<file path="src/rtl/osc_freq_monitor.sv">
// -----------------------------------------------------------------------------
// osc_freq_monitor
//
// Fabric-side frequency monitor for the 1 MHz RC oscillator fabric output.
// OSC_IN is synchronised into the CLK domain, its rising edges are counted
// over a fixed window of WINDOW_CYCLES clock cycles, and the result is
// published together with range / loss flags and a fault indication.
//
// Parameters:
//   SYNC_STAGES   synchroniser depth on OSC_IN (2..4)
//   WINDOW_CYCLES CLK cycles per measurement window (>= 4)
//   CNT_W         width of the edge counter and COUNT
//   MIN_COUNT     lowest in-range edge count (inclusive)
//   MAX_COUNT     highest in-range edge count (inclusive)
//
// Ports:
//   CLK          fabric clock, rising edge
//   RESET        synchronous active-high reset
//   OSC_IN       oscillator output, asynchronous to CLK
//   EN           enables continuous measurement
//   CLR_FAULT    single-cycle clear for a sticky FAULT
//   COUNT        edge count of the last completed window
//   COUNT_VALID  one-cycle pulse when COUNT updates
//   FREQ_OK      last count within [MIN_COUNT, MAX_COUNT]
//   OSC_LOST     last count was zero
//   FAULT        fault indication
//   state_dbg    current FSM state (0 IDLE, 1 MEASURE, 2 EVAL)
//
// Build option:
//   OSC_MON_STICKY_FAULT_EN  when defined, FAULT latches on an out-of-range
//                            or zero count and clears only via CLR_FAULT.
//                            When undefined, FAULT mirrors !FREQ_OK at
//                            every evaluation and CLR_FAULT is ignored.
// -----------------------------------------------------------------------------
module osc_freq_monitor #(
   parameter int SYNC_STAGES   = 2,
   parameter int WINDOW_CYCLES = 5000,
   parameter int CNT_W         = 16,
   parameter int MIN_COUNT     = 95,
   parameter int MAX_COUNT     = 105
) (
   input  logic             CLK,
   input  logic             RESET,
   input  logic             OSC_IN,
   input  logic             EN,
   input  logic             CLR_FAULT,
   output logic [CNT_W-1:0] COUNT,
   output logic             COUNT_VALID,
   output logic             FREQ_OK,
   output logic             OSC_LOST,
   output logic             FAULT,
   output logic [1:0]       state_dbg
);

   localparam int WIN_W = (WINDOW_CYCLES > 2) ? $clog2(WINDOW_CYCLES) : 1;
   localparam logic [WIN_W-1:0] WIN_LAST = WIN_W'(WINDOW_CYCLES - 1);
   localparam logic [CNT_W-1:0] CNT_SAT  = '1;
   localparam logic [CNT_W-1:0] MIN_C    = CNT_W'(MIN_COUNT);
   localparam logic [CNT_W-1:0] MAX_C    = CNT_W'(MAX_COUNT);

   typedef enum logic [1:0] {
      IDLE    = 2'd0,
      MEASURE = 2'd1,
      EVAL    = 2'd2
   } state_t;

   state_t             state;
   logic [SYNC_STAGES-1:0] sync_q;
   logic               prev_q;
   logic               rise;
   logic [WIN_W-1:0]   win_cnt;
   logic [CNT_W-1:0]   edge_cnt;
   logic               in_range;
   logic               is_zero;

   // OSC_IN is treated as plain data: a shift-register synchroniser followed
   // by one extra flop that holds the previous synchronised value.
   always_ff @(posedge CLK) begin
      if (RESET) begin
         sync_q <= '0;
         prev_q <= 1'b0;
      end else begin
         sync_q <= {sync_q[SYNC_STAGES-2:0], OSC_IN};
         prev_q <= sync_q[SYNC_STAGES-1];
      end
   end

   assign rise     = sync_q[SYNC_STAGES-1] & ~prev_q;
   assign in_range = (edge_cnt >= MIN_C) && (edge_cnt <= MAX_C);
   assign is_zero  = (edge_cnt == '0);

   assign state_dbg = state;

`ifndef OSC_MON_STICKY_FAULT_EN
   // CLR_FAULT has no function when FAULT is not sticky.
   logic clr_fault_unused;
   assign clr_fault_unused = CLR_FAULT;
`endif

   // Output protocol: there is no back-pressure. COUNT_VALID is a one-cycle
   // pulse registered together with COUNT, FREQ_OK, OSC_LOST and FAULT; the
   // consumer must capture on that cycle. Between pulses all result outputs
   // hold, and an aborted window (EN low in MEASURE) produces no pulse.
   always_ff @(posedge CLK) begin
      if (RESET) begin
         state       <= IDLE;
         win_cnt     <= '0;
         edge_cnt    <= '0;
         COUNT       <= '0;
         COUNT_VALID <= 1'b0;
         FREQ_OK     <= 1'b0;
         OSC_LOST    <= 1'b0;
         FAULT       <= 1'b0;
      end else begin
         COUNT_VALID <= 1'b0;
`ifdef OSC_MON_STICKY_FAULT_EN
         // A set in EVAL below is assigned later, so it overrides this clear.
         if (CLR_FAULT) begin
            FAULT <= 1'b0;
         end
`endif
         case (state)
            IDLE: begin
               if (EN) begin
                  state    <= MEASURE;
                  win_cnt  <= '0;
                  edge_cnt <= '0;
               end
            end

            MEASURE: begin
               if (!EN) begin
                  // Abort: results from the previous window are left intact.
                  state <= IDLE;
               end else begin
                  win_cnt <= win_cnt + 1'b1;
                  if (rise && (edge_cnt != CNT_SAT)) begin
                     edge_cnt <= edge_cnt + 1'b1;
                  end
                  if (win_cnt == WIN_LAST) begin
                     state <= EVAL;
                  end
               end
            end

            EVAL: begin
               // An edge detected in this cycle is deliberately not counted.
               COUNT       <= edge_cnt;
               COUNT_VALID <= 1'b1;
               FREQ_OK     <= in_range;
               OSC_LOST    <= is_zero;
`ifdef OSC_MON_STICKY_FAULT_EN
               if (!in_range || is_zero) begin
                  FAULT <= 1'b1;
               end
`else
               FAULT <= !in_range;
`endif
               win_cnt  <= '0;
               edge_cnt <= '0;
               state    <= EN ? MEASURE : IDLE;
            end

            default: begin
               state <= IDLE;
            end
         endcase
      end
   end

endmodule
</file>
<file path="config.mk">
export PLATFORM = sky130hd
export DESIGN_NAME = osc_freq_monitor
export DESIGN_NICKNAME = d
export VERILOG_FILES = /design/src/rtl/osc_freq_monitor.sv
export SDC_FILE = /design/constraint.sdc
export NUM_CORES = 1
export LEC_CHECK = 0
export BUFFER_PORTS_ARGS = -buffer_cell sky130_fd_sc_hd__buf_2
export CAP_MARGIN = 5
export CORE_ASPECT_RATIO = 0.7
export CORE_MARGIN = 2
export CORE_UTILIZATION = 50
export CTS_CLUSTER_DIAMETER = 150
export DETAILED_ROUTE_END_ITERATION = 10
export PLACE_DENSITY = 0.8
export SLEW_MARGIN = 30
export SYNTH_ARGS = -nofsm -noshare
export SYNTH_HDL_FRONTEND = slang
export SYNTH_SLANG_ARGS = --single-unit
</file>
<file path="constraint.sdc">
create_clock -name CLK -period 3.1 [get_ports CLK]
set_input_delay 0.62 -clock CLK [delete_from_list [all_inputs] [get_ports CLK]]
set_output_delay 0.62 -clock CLK [all_outputs]
set_load 0.01 [all_outputs]
</file>
==> results.md <==
* Result of the run: complete, no violations
* Setup violations, final at 0
* Fraction of layout instances using a drive strength above 1 at 0.130
* Post-synth ARST share at 0
* Area delta synth->final at 8.81%
* Post-synth EDFFs at 0
* Proportion of power drawn by the clock network at 0.361
* Commonest cells post-synth: sky130_fd_sc_hd__dfxtp_1, sky130_fd_sc_hd__nand2_1, sky130_fd_sc_hd__o21ai_0
* Post-synthesis area per instance at 7.75 um^2
* Overall die width at 90.6 um
* Met1 global-route usage at 0.322
* Die outline height at 64.6 um
* Setup CP Type: flip-flop to flip-flop
* Clock latency on the worst-skew pair at 0.31 ns
* Average vias per placed instance at 6.00
* Part of the total power dissipated in sequential elements at 0.601
* GRT Overall Usage at 0.224
* Port Buf Inserts at 25
* Clock slew seen by the registers of the worst setup and hold paths at 0.10 ns
* Cell area after technology mapping at 2630 um^2
* CP max FO at 14
* Detailed Route Iter0 Violations at 371
* HPWL after DPL at 4.29 mm
* Setup tns final at 0 ns
* Count of cell types in the netlist at 47
* Dominant register cell in the synthesized netlist: sky130_fd_sc_hd__dfxtp_1
* Number of buffers on the longest clock path at 2
* Global route hottest layer: met2
* First-pass GRT wire length at 10.7 mm
* Count of antenna diodes in the layout at 0
* Maximum clock rate at 472 MHz
* NetSw at 0.272 mW
* Net count of the finished layout at 363
* Synth warnings at 0
* Area of the core at 5150 um^2
* CTS H-tree lvls at 2
* RSZ-0062 raised after global routing: no
* # Max-Cap Violations at 0
* Boundary pin count at 27
* Clock Tree Root: sky130_fd_sc_hd__clkbuf_8
* Die outline area at 5860 um^2
* Pin count of the biggest net entering global routing at 42
* TritonCTS clock tree: built
* Met2 routing resource usage after global routing at 0.345
* Pwr per Cell Area at 408 nW/um^2
* Sort of element at the end of the critical path: flip-flop
* Relative contribution of combinational cells to total power at 0.038
* Via count at 2554
* Share of the clock period used by the worst path after layout at 0.683
* Syn nets at 349
* Worst-case hold slack at 0.446 ns
* CP Data Required Time at 3.34 ns
* Final Critical Period at 2.12 ns
* CP Data Arrival Time at 2.36 ns
* Flops & latches, synth at 54
* Number of placement rows at 22
* Cells taking the most area after synthesis: sky130_fd_sc_hd__dfxtp_1, sky130_fd_sc_hd__nand2_1, sky130_fd_sc_hd__o21ai_0
* Sum of routed wire length over all layers at 6.33 mm
* Met3 Track Usage GR at 0.0360
* Postcts setup bufs at 0
* Vias in the first global route at 2240
* Hold Crit Class: flip-flop to flip-flop
* Worst slew pin tran at 0.648 ns
* Sort of element at the start of the critical path: flip-flop
* Most area-hungry cell type in the Yosys netlist: sky130_fd_sc_hd__dfxtp_1
* Final global-route overflow total at 0
* Final Skew at 0.00955 ns
* Average wire per standard cell at 14.9 um
* Starting density of the core at 0.510
* Worst slew margin relative to its limit at 0.567
* Register area share after synthesis at 0.412
* Switching share of power at 0.233
* Fin. Hold Viols at 0
* TritonRoute pass-1 iters at 5
* Drt drc at 0
* PostCTS Resize Cnt at 0
* Top-area cell type share of the netlist area at 0.412
* Internal power contribution at 0.894 mW
* CTS sink count at 54
* Number of max-slew violations in the final report at 0
* Cts bufs inserted at 5
* Cell with the most instances after synthesis: sky130_fd_sc_hd__dfxtp_1
* Highest ir drop seen on vdd at 0.185 mV
* Number of instances in the synthesized netlist at 339
* Number of antenna violations at the first check in global routing at 0
* Placer Congestion at 0.853
* Total leakage power at 1.07 nW
* Hold bufs inserted after CTS at 0
* Count of nets left with antenna violations after detail routing at 0
cells in the final DEF (no fill, tap or decap), types with 3 or more instances in the layout:
master / instances
sky130_fd_sc_hd__nor3_1: 15
sky130_fd_sc_hd__o211ai_1: 3
sky130_fd_sc_hd__a31oi_1: 7
sky130_fd_sc_hd__o21ai_0: 33
sky130_fd_sc_hd__buf_2: 25
sky130_fd_sc_hd__ha_1: 5
sky130_fd_sc_hd__and3_1: 6
sky130_fd_sc_hd__a21oi_1: 32
sky130_fd_sc_hd__nor2b_1: 11
sky130_fd_sc_hd__nand2_1: 48
sky130_fd_sc_hd__nand4_1: 14
sky130_fd_sc_hd__nand3_1: 14
sky130_fd_sc_hd__nor4_1: 6
sky130_fd_sc_hd__dfxtp_1: 54
sky130_fd_sc_hd__and2_1: 3
sky130_fd_sc_hd__nor2_1: 27
sky130_fd_sc_hd__clkbuf_8: 6
sky130_fd_sc_hd__buf_4: 5
sky130_fd_sc_hd__inv_1: 7
sequential cells by signal, summed over array words and instances, names as in the netlist:
signal / flops
state_dbg: 2
COUNT: 16
FAULT: 1
OSC_LOST: 1
edge_cnt: 16
FREQ_OK: 1
prev_q: 1
COUNT_VALID: 1
win_cnt: 13
sync_q: 2
layout make-up:
class,count,area (um^2)
Sequential cell,54,1080
Fill cell,483,2290
Tap cell,72,90.1
Timing Repair Buffer,30,163
Inverter,8,30.0
Clock inverter,2,16.3
Multi-Input combinational cell,254,1400
Clock buffer,6,82.6
power by group through the flow:
| stage | registers, mW | logic [mW] | clock network (mW) |
|---|---|---|---|
| CTS | 0.700 | 0.0442 | 0.427 |
| finish | 0.700 | 0.0448 | 0.420 |
| global route | 0.701 | 0.0489 | 0.454 |
| detailed placement | 0.716 | 0.0441 | 0 |
| floorplan | 0.714 | 0.0330 | 0 |
| global placement | 0.716 | 0.0434 | 0 |
critical path, stage by stage (launching register included):
cell and delay, ns:
sky130_fd_sc_hd__dfxtp_1 0.51, sky130_fd_sc_hd__ha_1 0.29, sky130_fd_sc_hd__nand4_2 0.18, sky130_fd_sc_hd__nor4_4 0.46, sky130_fd_sc_hd__o2bb2ai_2 0.33, sky130_fd_sc_hd__o21ai_0 0.19, sky130_fd_sc_hd__o21ai_0 0.10
cell families (layout without fill, tap and decap cells):
family / count (synthesis) / count (layout) / share of synthesized area
and+or+nand+nor: 156 / 156 / 0.300
AOI/OAI and AO/OA: 90 / 90 / 0.197
DFF: 54 / 54 / 0.412
buffers and inverters: 31 / 46 / 0.0572
adders and majority gates: 5 / 5 / 0.0238
muxes: 2 / 2 / 0.00762
xor gates and xnor gates: 1 / 1 / 0.00334
metrics by stage:
step                      total power, mW  worst slack [ns]  utilization  instance area (um^2)  std cells
after floorplan                     0.747              1.38            -                  2630        339
after global placement              0.759             0.963        0.536                  2760        418
after detailed placement            0.760             0.926        0.536                  2760        418
after CTS                            1.17              1.01        0.555                  2860        426
after global routing                 1.20             0.797        0.555                  2860        426
final                                1.17             0.983        0.555                  2860        426
path summary, 6_finish.rpt:
check	from	end	slack (ns)	cells past startpoint
max reg2reg	edge_cnt[0]	edge_cnt[5]	0.98	6
min	sync_q[0]	sync_q[1]	0.45	1
max	edge_cnt[0]	edge_cnt[5]	0.98	6
min reg2reg	sync_q[0]	sync_q[1]	0.45	1
per-layer routing:
metal  share of wire  vias up  wire length [um]
met2            0.44      136              2770
li1                -     1229                 -
met4           0.012        0                78
met5               0        -                 0
met1            0.47     1174              2970
met3           0.081       15               515
Note: power is estimated with default switching activity, not from simulation.
